===== src/rtl/median_window_gen.sv =====
// Streaming 3x3 neighbourhood generator feeding the median sorter (raster 8-bit pixels in, 9-tap window out).
// Latency: window for beat p is registered the cycle after beat p+WIDTH+1 is accepted; flush drains the last row.
// Backpressure: in_ready drops for WIDTH+1 cycles at end of frame while zero beats are injected; no output stall.
module median_window_gen #(
  parameter int WIDTH  = 64,
  parameter int HEIGHT = 64,
  parameter int XW     = $clog2(WIDTH),
  parameter int YW     = $clog2(HEIGHT)
) (
  input  logic          clk,
  input  logic          reset,
  input  logic          in_valid,
  input  logic [7:0]    in_pixel,
  output logic          in_ready,
  output logic          out_valid,
  output logic [71:0]   out_window,
  output logic [XW-1:0] out_x,
  output logic [YW-1:0] out_y,
  output logic          out_border,
  output logic          frame_done
);

  localparam logic [XW-1:0] X_LAST = XW'(WIDTH - 1);
  localparam logic [YW-1:0] Y_LAST = YW'(HEIGHT - 1);
  localparam int            FW     = $clog2(WIDTH + 1);
  localparam logic [FW-1:0] F_LAST = FW'(WIDTH);

  typedef enum logic [1:0] {
    FILL  = 2'd0,
    RUN   = 2'd1,
    FLUSH = 2'd2
  } state_t;

  state_t        r_state;
  state_t        w_state_nxt;

  // Input-side raster position (drives line-buffer addressing and FSM transitions)
  logic [XW-1:0] r_ix;
  logic [YW-1:0] r_iy;
  // Position of the centre pixel of the next window to be emitted
  logic [XW-1:0] r_ox;
  logic [YW-1:0] r_oy;
  // Number of zero beats already injected during FLUSH
  logic [FW-1:0] r_fcnt;

  // Line buffers: lb0 holds the row above the incoming pixel, lb1 the row above that
  logic [7:0]    r_lb0 [WIDTH];
  logic [7:0]    r_lb1 [WIDTH];
  // Raw (unmasked) 3x3 window; index k = 3*row + col, row 0 is the oldest line
  logic [7:0]    r_win [9];

  logic          w_beat;
  logic          w_emit;
  logic [7:0]    w_pix;
  logic          w_fill_done;
  logic          w_in_last;
  logic          w_flush_last;
  logic          w_clear;
  logic [7:0]    w_lb0_rd;
  logic [7:0]    w_lb1_rd;
  logic [7:0]    w_win_nxt [9];
  logic [71:0]   w_win_masked;
  logic          w_ox_first;
  logic          w_ox_last;
  logic          w_oy_first;
  logic          w_oy_last;

  assign w_fill_done  = (r_ix == '0) && (r_iy == YW'(1));
  assign w_in_last    = (r_ix == X_LAST) && (r_iy == Y_LAST);
  assign w_flush_last = (r_fcnt == F_LAST);
  assign w_clear      = (r_state == FLUSH) && w_flush_last;

  assign w_lb0_rd     = r_lb0[r_ix];
  assign w_lb1_rd     = r_lb1[r_ix];

  assign w_ox_first   = (r_ox == '0);
  assign w_ox_last    = (r_ox == X_LAST);
  assign w_oy_first   = (r_oy == '0);
  assign w_oy_last    = (r_oy == Y_LAST);

  // State register
  always_ff @(posedge clk or posedge reset) begin
    if (reset) begin
      r_state <= FILL;
    end else begin
      r_state <= w_state_nxt;
    end
  end

  // Next state, ready, and per-cycle beat/emit decode (zero beats injected in FLUSH)
  always_comb begin
    w_state_nxt = r_state;
    in_ready    = 1'b1;
    w_beat      = 1'b0;
    w_emit      = 1'b0;
    w_pix       = in_pixel;
    case (r_state)
      FILL: begin
        w_beat = in_valid;
        if (in_valid && w_fill_done) begin
          w_state_nxt = RUN;
        end
      end
      RUN: begin
        w_beat = in_valid;
        w_emit = in_valid;
        if (in_valid && w_in_last) begin
          w_state_nxt = FLUSH;
        end
      end
      FLUSH: begin
        in_ready = 1'b0;
        w_beat   = 1'b1;
        w_emit   = 1'b1;
        w_pix    = 8'd0;
        if (w_flush_last) begin
          w_state_nxt = FILL;
        end
      end
      default: begin
        w_state_nxt = FILL;
      end
    endcase
  end

  // Input raster counters; flush beats keep counting so the line buffers stay addressed
  always_ff @(posedge clk or posedge reset) begin
    if (reset) begin
      r_ix <= '0;
      r_iy <= '0;
    end else if (w_clear) begin
      r_ix <= '0;
      r_iy <= '0;
    end else if (w_beat) begin
      if (r_ix == X_LAST) begin
        r_ix <= '0;
        r_iy <= (r_iy == Y_LAST) ? '0 : r_iy + YW'(1);
      end else begin
        r_ix <= r_ix + XW'(1);
      end
    end
  end

  // Count injected zero beats while flushing
  always_ff @(posedge clk or posedge reset) begin
    if (reset) begin
      r_fcnt <= '0;
    end else if (r_state == FLUSH) begin
      r_fcnt <= w_flush_last ? '0 : r_fcnt + FW'(1);
    end else begin
      r_fcnt <= '0;
    end
  end

  // Next raw window: shift left one column, new right column from both line buffers and the pixel
  always_comb begin
    w_win_nxt[0] = r_win[1];
    w_win_nxt[1] = r_win[2];
    w_win_nxt[2] = w_lb1_rd;
    w_win_nxt[3] = r_win[4];
    w_win_nxt[4] = r_win[5];
    w_win_nxt[5] = w_lb0_rd;
    w_win_nxt[6] = r_win[7];
    w_win_nxt[7] = r_win[8];
    w_win_nxt[8] = w_pix;
  end

  // Line buffers and raw window are data-only; stale contents are always masked or overwritten
  always_ff @(posedge clk) begin
    if (w_beat) begin
      r_lb0[r_ix] <= w_pix;
      r_lb1[r_ix] <= w_lb0_rd;
      r_win       <= w_win_nxt;
    end
  end

  // Zero the taps that fall outside the image for the centre being emitted
  always_comb begin
    w_win_masked = '0;
    for (int k = 0; k < 9; k++) begin
      if (!((k % 3 == 0) && w_ox_first) &&
          !((k % 3 == 2) && w_ox_last)  &&
          !((k / 3 == 0) && w_oy_first) &&
          !((k / 3 == 2) && w_oy_last)) begin
        w_win_masked[8*k +: 8] = w_win_nxt[k];
      end
    end
  end

  // Output-side centre position counters
  always_ff @(posedge clk or posedge reset) begin
    if (reset) begin
      r_ox <= '0;
      r_oy <= '0;
    end else if (w_clear) begin
      r_ox <= '0;
      r_oy <= '0;
    end else if (w_emit) begin
      if (w_ox_last) begin
        r_ox <= '0;
        r_oy <= w_oy_last ? '0 : r_oy + YW'(1);
      end else begin
        r_ox <= r_ox + XW'(1);
      end
    end
  end

  // Registered window outputs; frame_done marks the last centre of the frame
  always_ff @(posedge clk or posedge reset) begin
    if (reset) begin
      out_valid  <= 1'b0;
      out_window <= '0;
      out_x      <= '0;
      out_y      <= '0;
      out_border <= 1'b0;
      frame_done <= 1'b0;
    end else begin
      out_valid  <= w_emit;
      frame_done <= w_emit && w_ox_last && w_oy_last;
      if (w_emit) begin
        out_window <= w_win_masked;
        out_x      <= r_ox;
        out_y      <= r_oy;
        out_border <= w_ox_first || w_ox_last || w_oy_first || w_oy_last;
      end
    end
  end

endmodule

===== config.mk =====
export PLATFORM = sky130hd
export DESIGN_NAME = median_window_gen
export DESIGN_NICKNAME = d
export VERILOG_FILES = /design/src/rtl/median_window_gen.sv
export SDC_FILE = /design/constraint.sdc
export NUM_CORES = 1
export LEC_CHECK = 0
export ABC_AREA = 1
export CAP_MARGIN = 20
export CORE_MARGIN = 2
export CORE_UTILIZATION = 66
export CTS_CLUSTER_SIZE = 14
export DETAILED_ROUTE_END_ITERATION = 10
export PLACE_DENSITY_LB_ADDON = 0.05
export SLEW_MARGIN = 20
export SYNTH_ARGS = -nofsm -noshare
export SYNTH_HDL_FRONTEND = slang
export SYNTH_SLANG_ARGS = --single-unit

===== constraint.sdc =====
create_clock -name clk -period 10 [get_ports clk]
set_input_delay 2 -clock clk [delete_from_list [all_inputs] [get_ports clk]]
set_output_delay 2 -clock clk [all_outputs]
set_load 0.1 [all_outputs]

# Word level (Yosys, flattened, before mapping)
# Memories as Yosys holds them, arrays and structs flattened.
# Cells that the tools add are included.
# totals
mem_bits_rw	1024
input_bits	11
regBits	168
mem_count	2
out_inout_bits	88
elab_cells	100
mem_bits_ro	0
latchBits	0
# memory_table
memory	depth	word_bits	read_ports	rd_clocked_by_memory_dff	write_ports	line	rtl
r_lb0	64	8	1	0	1	47	logic [7:0] r_lb0 [WIDTH];
r_lb1	64	8	1	0	1	48	logic [7:0] r_lb1 [WIDTH];
# classes
n_lt_le_gt_ge	0
add_sub_neg	5
n_eq_ne	11
bitwise	0
reduce_logical	30
shifts	0
mul	0
muxes	34
div_mod_pow	0
# op_table
cell	n
$mux W6	14
$mux W8	9
$add A6 B1 Y6 const B	4
$eq A6 B6 Y1 const B	4
$logic_not A6 Y1	3
$mux W7	2
$logic_and A1 B1 Y1	11
$reduce_bool A2 Y1	4
$add A7 B1 Y7 const B	1
$eq A7 B7 Y1 const B	1
$eq A6 B1 Y1 const B	1
$mux W2	3
$ne A2 B2 Y1 const B	3
$pmux W2 S3	1
$logic_not A1 Y1	4
$pmux W1 S2	2
$reduce_and A2 Y1	2
$logic_or A1 B1 Y1	3
$mux W1	3
$reduce_and A3 Y1	1
$eq A2 B1 Y1 const B	1
$eq A2 B2 Y1 const B	1
$logic_not A2 Y1	1
$reduce_or A2 Y1	1

# Logic depth before layout (Yosys ltp)
# Gate-level depths: netlist of run 1.
# depth
ltp_word	5
ltp_mapped	15
mapped_depth_nobuf	13

# Least setup slack after synthesis of run 1
# Ideal clock, no wire load.
# synth_path
path_kind	input port to flip-flop
startpoint	input in_valid
endpoint	memory r_lb0[0][0] (enable)
setup_time_ps	409
t_required_ps	9591
path_buffers	2
path_stages	7
setup_slack_ps	5078
arrival_time_ps	4513
cell_sequence	nand2_1 -> o21a_1 -> buf_2 -> inv_1 -> buf_2 -> nand2_1 -> nor3_1
# synth_between
elab_chain_cells	3
# synth_lines
element	line	rtl
start: declaration	12	input logic in_valid,
$pmux W1 S2	97	case (r_state)
net w_beat	52	logic w_beat;
$mux W1	170	if (w_beat) begin
$mux W1 (implied by the code)	171	r_lb0[r_ix] <= w_pix;
end: declaration	47	
# The timed path passes the listed nets, and every way through them passes these cells.

# Worst setup path in the final report of run 1
# layout_path
startpoint	input in_valid
endpoint	memory r_lb0[30][0] (enable)
# layout_between
elab_chain_cells	3
# layout_lines
element	line
$pmux W1 S2	97
$mux W1	170
$mux W1 (implied by the code)	171
# Every way passes these cells.

==> results of run 1 <==
## flip-flops by register name, summed over array words and instances (netlist names), 2 cells and up
| signal | cells |
|---|---|
| r_iy | 6 |
| r_ix | 6 |
| out_window | 72 |
| r_win | 48 |
| out_x | 6 |
| r_state | 2 |
| r_lb1 | 512 |
| r_lb0 | 512 |
| r_ox | 6 |
| r_fcnt | 7 |
| out_y | 6 |
| r_oy | 6 |
## final timing paths
check                      cells after the start              to  slack (ps)       from
min                                            0       r_win[60]         450  r_win[52]
min reg2reg                                    0       r_win[60]         450  r_win[52]
max reg2reg                                   13    r_lb1[24][3]        5050    r_ix[0]
min in group asynchronous                      2  out_window[42]        1810      reset
max                                            7    r_lb0[30][0]        4880   in_valid
max in group asynchronous                      3         r_ix[1]        6790      reset
## power by group
group,switching [µW],internal [µW]
combinational,10.6,3.71
sequential,0,5350
clock,1810,2420
total,1820,7770
## kinds of logic after synthesis
family | synth area share
and+or+nand+nor | 0.249
DFF | 0.706
buffers and inverters | 0.0294
AOI/OAI and AO/OA | 0.0110
adders and majority gates | 0.00352
xor gates and xnor gates | 0.000879
## area by class of cell
| cell class | count | area [µm²] | area share |
|---|---|---|---|
| Multi-Input combinational cell | 3370 | 13300 | 0.239 |
| Inverter | 80 | 320 | 0.00578 |
| Timing Repair Buffer | 195 | 1780 | 0.0322 |
| Antenna cell | 1 | 2.50 | 0.0000451 |
| Sequential cell | 1192 | 35200 | 0.635 |
| Clock buffer | 141 | 3060 | 0.0551 |
| Clock inverter | 71 | 606 | 0.0109 |
| Tap cell | 969 | 1210 | 0.0219 |
## per-stage QoR
step / instances / util / hold slack [ps] / area (µm²) / power (µW)
after floorplan: 4868 / - / 427 / 49800 / 5460
after global placement: 5806 / 0.694 / 430 / 51700 / 5470
after detailed placement: 5806 / 0.694 / 433 / 51800 / 5470
after CTS: 6018 / 0.743 / 449 / 55400 / 9630
after global routing: 6018 / 0.743 / 465 / 55400 / 9800
final: 6019 / 0.743 / 451 / 55400 / 9590
## critical path, stage by stage
cell	delay [ps]
clkdlybuf4s50_1	610
nand2_1	90
o21a_1	280
inv_2	90
buf_4	620
nand4_1	830
nor2_2	880
## cells in the final DEF (no fill, tap or decap), types with 6 or more instances in the layout
| cell type | instances |
|---|---|
| clkinv_2 | 21 |
| dfrtp_1 | 117 |
| inv_2 | 10 |
| nor3_1 | 10 |
| buf_4 | 91 |
| a21oi_1 | 13 |
| clkbuf_8 | 6 |
| o211ai_1 | 7 |
| ha_1 | 14 |
| nor2_1 | 137 |
| inv_1 | 63 |
| o21ai_1 | 6 |
| nor2_2 | 8 |
| clkbuf_1 | 19 |
| clkdlybuf4s50_1 | 98 |
| inv_6 | 6 |
| nand2_2 | 9 |
| buf_12 | 6 |
| nand3_1 | 40 |
| nand2_1 | 3026 |
| o21ai_0 | 49 |
| clkinv_1 | 34 |
| edfxtp_1 | 1072 |
| nand4_1 | 6 |
| clkbuf_16 | 116 |
| a32o_1 | 8 |
| bufinv_16 | 10 |
## layer usage
| layer | GRT usage | vias to the layer above |
|---|---|---|
| met5 | 0 | - |
| met4 | 0.129 | 0 |
| met3 | 0.0607 | 293 |
| met2 | 0.511 | 1591 |
| met1 | 0.445 | 15900 |
| li1 | - | 15900 |
==> flow_metrics.env, run 1 <==
export IMPL_status="finished clean"
export IMPL_wl_met3_um=11400
export IMPL_yosysTopAreaCell="edfxtp_1"
export IMPL_cap_violations=0
export IMPL_syn_avg_cell_area_um2=10.2
export IMPL_numCtsBuffers=114
export IMPL_met1Wirelength_um=49300
export IMPL_cp_start_kind="input port"
export IMPL_start_util=0.668
export IMPL_arrival_ps=5420
export IMPL_die_area_mm2=0.0777
export IMPL_min_period_ps=5120
export IMPL_drcViolationCount=0
export IMPL_postCtsHoldBufs=0
export IMPL_cts_repair_resized=0
export IMPL_yosysMostFrequentCell="nand2_1"
export IMPL_ctsRootBufferMaster="clkbuf_16"
export IMPL_grt_max_degree=197
export IMPL_end_kind="register"
export IMPL_finClkSkew_ps=27.3
export IMPL_vias_per_cell=5.61
export IMPL_wire_per_inst_um=20.6
export IMPL_synthFlopType="edfxtp_1"
export IMPL_p_per_area_mw_per_mm2=173
export IMPL_tns_ps=0
export IMPL_grt_total_usage=0.321
export IMPL_port_buffers=98
export IMPL_nFillCells=5158
export IMPL_crit_path_max_fanout=60
export IMPL_area_growth_pct=11.3
export IMPL_finalSetupViolCount=0
export IMPL_num_vias=33700
export IMPL_required_ps=10300
export IMPL_postCtsSetupBuffers=0
export IMPL_worst_slack_ps=4880
export IMPL_wl_met2_um=58000
export IMPL_drt_iter0_markers=4195
export IMPL_die_h_um=279
export IMPL_rows=100
export IMPL_ios=99
export IMPL_clk_transition_reported_paths_ps=60
export IMPL_synth_nets=4893
export IMPL_synth_yosys_seq_area_share=0.706
export IMPL_drive_gt1_frac=0.0612
export IMPL_syn_area_mm2=0.0498
export IMPL_grt_pass1_vias=32000
export IMPL_nNetsFinal=4978
export IMPL_dp_hpwl_um=67700
export IMPL_die_w_um=279
export IMPL_cts_path_max_buffers=3
export IMPL_core_area_mm2=0.0746
export IMPL_irDropWorstVdd_mv=0.201
export IMPL_drtAntennaViolNets=0
export IMPL_crit_type="in2reg"
export IMPL_worstMarginPinSlew_ps=1080
export IMPL_cellLeakagePower_uw=0.0204
export IMPL_gp_congestion=0.887
export IMPL_synthTopCellsByCount="nand2_1 (3035), edfxtp_1 (1072), buf_2 (143), nor2_1 (143), dfrtp_1 (120)"
export IMPL_drv_slew=0
export IMPL_ys_warn_count=0
export IMPL_synth_edf_count=1072
export IMPL_yosys_top_cells_area="edfxtp_1 (65%), nand2_1 (23%), dfrtp_1 (6.0%)"
export IMPL_dp_slack_ps=3930
export IMPL_drt_first_pass_iters=6
export IMPL_max_slew_margin_rel=0.275
export IMPL_synth_seq_cells=1192
export IMPL_grt_pass1_wl_um=187000
export IMPL_hold_path_class="reg2reg"
export IMPL_routed_top_layer="met4"
export IMPL_grt_antenna_before_repair=4
export IMPL_rsz0062_at_grt="no"
export IMPL_cts_tree="built"
export IMPL_fin_crit_sh=0.512
export IMPL_wl_um=124000
export IMPL_synth_top_area_share=0.646
export IMPL_ys_types=39
export IMPL_hold_viol=0
export IMPL_clkLatencyLatePin_ps=690
export IMPL_h_tree_depth=3
export IMPL_syn_instance_count=4868
export IMPL_gr_total_overflow=0
export IMPL_fmax_mhz=195
export IMPL_synthArstFlopShare=0.101
export IMPL_clkSinkCount=1192
No activity file was read; power rests on OpenSTA's default activity.
==> run 2, diff against run 1 <==
--- a/config.mk
+++ b/config.mk
@@ -8,7 +8,7 @@
 export ABC_AREA = 1
 export CAP_MARGIN = 20
 export CORE_MARGIN = 2
-export CORE_UTILIZATION = 66
+export CORE_UTILIZATION = 62
 export CTS_CLUSTER_SIZE = 14
 export DETAILED_ROUTE_END_ITERATION = 10
 export PLACE_DENSITY_LB_ADDON = 0.05
==> constraint.sdc (replaced) <==
create_clock -name clk -period 5.25 [get_ports clk]
set_input_delay 1.05 -clock clk [delete_from_list [all_inputs] [get_ports clk]]
set_output_delay 1.05 -clock clk [all_outputs]
set_load 0.1 [all_outputs]
==> flow_metrics.env, run 2 (same netlist as run 1, synthesis figures left out) <==
export IMPL_die_h_um=287
export IMPL_critPathTopFamily="buffers and inverters"
export IMPL_min_from="r_win[28]"
export IMPL_diodes=0
export IMPL_wl_um=125000
export IMPL_worstHoldEndpoint="r_win[36]"
export IMPL_share_seq_of_total_power=0.564
export IMPL_gr_total_overflow=0
export IMPL_path_cells="inv_1 -> ha_1 -> inv_1 -> clkdlybuf4s50_1"
export IMPL_ff2ff_setup_slack_ps=1310
export IMPL_port_buffers=98
export IMPL_ff2ff_path_depth=15
export IMPL_fin_cells=6139
export IMPL_cts_repair_resized=0
export IMPL_p_sw_frac=0.191
export IMPL_cellLeakagePower_uw=0.0206
export IMPL_vias_per_cell=5.49
export IMPL_arrival_ps=2980
export IMPL_irDropWorstVdd_mv=0.311
export IMPL_slowest_stage="clkdlybuf4s50_1"
export IMPL_combPwrFrac=0.002
export IMPL_num_vias=33700
export IMPL_drive_gt1_frac=0.0660
export IMPL_ctsRootBufferMaster="clkbuf_16"
export IMPL_clkLatencyLatePin_ps=690
export IMPL_grt_pass1_wl_um=189000
export IMPL_numCtsBuffers=117
export IMPL_r2r_end="out_window[40]"
export IMPL_placed_cells=5925
export IMPL_mostFrequentLayoutCells="nand2_1 (3026), edfxtp_1 (1072), nor2_1 (143)"
export IMPL_drv_slew=0
export IMPL_postCtsSetupBuffers=0
export IMPL_grt_pass1_vias=31800
export IMPL_status="finished clean"
export IMPL_clock_power_share=0.434
export IMPL_crit_type="reg2out"
export IMPL_cts_tree="built"
export IMPL_required_ps=4200
export IMPL_dp_hpwl_um=73400
export IMPL_hold_slack_ps=444
export IMPL_p_int_uw=14600
export IMPL_nNetsFinal=5019
export IMPL_cts_path_max_buffers=3
export IMPL_rows=103
export IMPL_drt_first_pass_iters=6
export IMPL_hold_path_class="reg2reg"
export IMPL_h_tree_depth=3
export IMPL_worstMarginPinSlew_ps=1150
export IMPL_max_slew_margin_rel=0.235
export IMPL_ios=99
export IMPL_drtAntennaViolNets=0
export IMPL_core_area_mm2=0.0793
export IMPL_clkSinkCount=1192
export IMPL_p_per_area_mw_per_mm2=324
export IMPL_final_common_cell="nand2_1"
export IMPL_cap_violations=0
export IMPL_crit_path_max_fanout=13
export IMPL_tns_ps=0
export IMPL_wire_per_inst_um=20.3
export IMPL_area_growth_pct=12.0
export IMPL_grt_max_degree=179
export IMPL_gp_congestion=0.893
export IMPL_largestRegisters="r_lb0 (512), r_lb1 (512), out_window (72)"
export IMPL_drcViolationCount=0
export IMPL_rsz0062_at_grt="no"
export IMPL_fmax_mhz=248
export IMPL_min_period_ps=4030
export IMPL_final_util=0.704
export IMPL_die_w_um=287
export IMPL_end_kind="output port"
export IMPL_die_area_mm2=0.0826
export IMPL_crit_top_cell="inv_1"
export IMPL_hold_viol=0
export IMPL_finClkSkew_ps=23.4
export IMPL_grt_antenna_before_repair=2
export IMPL_r2r_start="r_ix[0]"
export IMPL_drt_iter0_markers=3950
export IMPL_postCtsHoldBufs=0
export IMPL_switchingPower_uw=3460
export IMPL_finalSetupViolCount=0
export IMPL_grt_total_usage=0.304
export IMPL_crit_buf_inv=3
export IMPL_cp_start_kind="register"
export IMPL_start_util=0.629
export IMPL_clk_transition_reported_paths_ps=60
export IMPL_hold_depth=0
export IMPL_cp_slowest_stage_delay_ps=1210
export IMPL_fin_crit_sh=0.768
## run 2: cell count changes in the layout (fill, tap and decap cells not counted), moves of 3 or more
cell / previous run / this run
buf_12: 6 / 16
buf_4: 91 / 119
bufinv_16: 10 / 5
clkinv_1: 34 / 39
nor2_1: 137 / 143
nor2_2: 8 / 2
nor3_2: 4 / 7
nor3_4: 5 / 2
## run 2: routing by layer
metal | wire length (µm) | part of all wire | up-vias | track usage
met4 | 4210 | 0.034 | 0 | 0.107
met1 | 51900 | 0.42 | 16100 | 0.437
met2 | 58300 | 0.47 | 1368 | 0.478
met5 | 0 | 0 | - | 0
met3 | 10300 | 0.082 | 239 | 0.0491
li1 | - | - | 16000 | -
## run 2: cell type report
type                       instances  area [µm²]
clock buffer                     144        3100
clock inverter                    70         464
fill                            5840       23400
inverter                          80         320
multi-input combinational       3370       13200
sequential                      1192       35200
tap                             1050        1310
timing repair buffer             233        2190
## run 2: power groups by stage
stage / Clock [µW] / Sequential, µW / Combinational (µW)
2_1_floorplan: 0 / 10400 / 13.4
4_1_cts: 7900 / 10200 / 29.5
3_3_place_gp: 0 / 10400 / 28.9
5_1_grt: 8280 / 10200 / 32.2
6_report: 7840 / 10200 / 28.1
3_5_place_dp: 0 / 10400 / 29.1
## run 2: per-stage QoR
stage | power [µW] | setup slack, ps | area (µm²)
4_1_cts | 18100 | 1200 | 55800
3_3_place_gp | 10400 | 1190 | 52300
5_1_grt | 18500 | 1100 | 55800
3_5_place_dp | 10400 | 1100 | 52300
2_1_floorplan | 10400 | 1010 | 49800
6_report | 18100 | 1220 | 55800
## run 2: worst reg2reg max path, stage by stage (launching register included)
cell	delay, ps
dfrtp_4	440
buf_4	540
buf_12	560
nand2_1	360
nand2_1	100
nand2_1	50
nand2_1	100
nand2_1	70
nand2_1	170
nand2_1	70
nand2_1	180
nor2_1	120
nand2_2	590
buf_4	350
nand2_1	90
nand2_1	80
## run 2: worst max path at each step
stage	startpoint	to	slack [ps]	depth (start not counted)
final	r_state[0]	in_ready	1220	4
after global routing	r_state[0]	in_ready	1100	4
after CTS	r_state[0]	in_ready	1200	4
after detailed placement	in_valid	r_lb1[1][4]	1100	8
after global placement	in_valid	r_lb1[1][4]	1190	8
after floorplan	reset	frame_done	1010	1
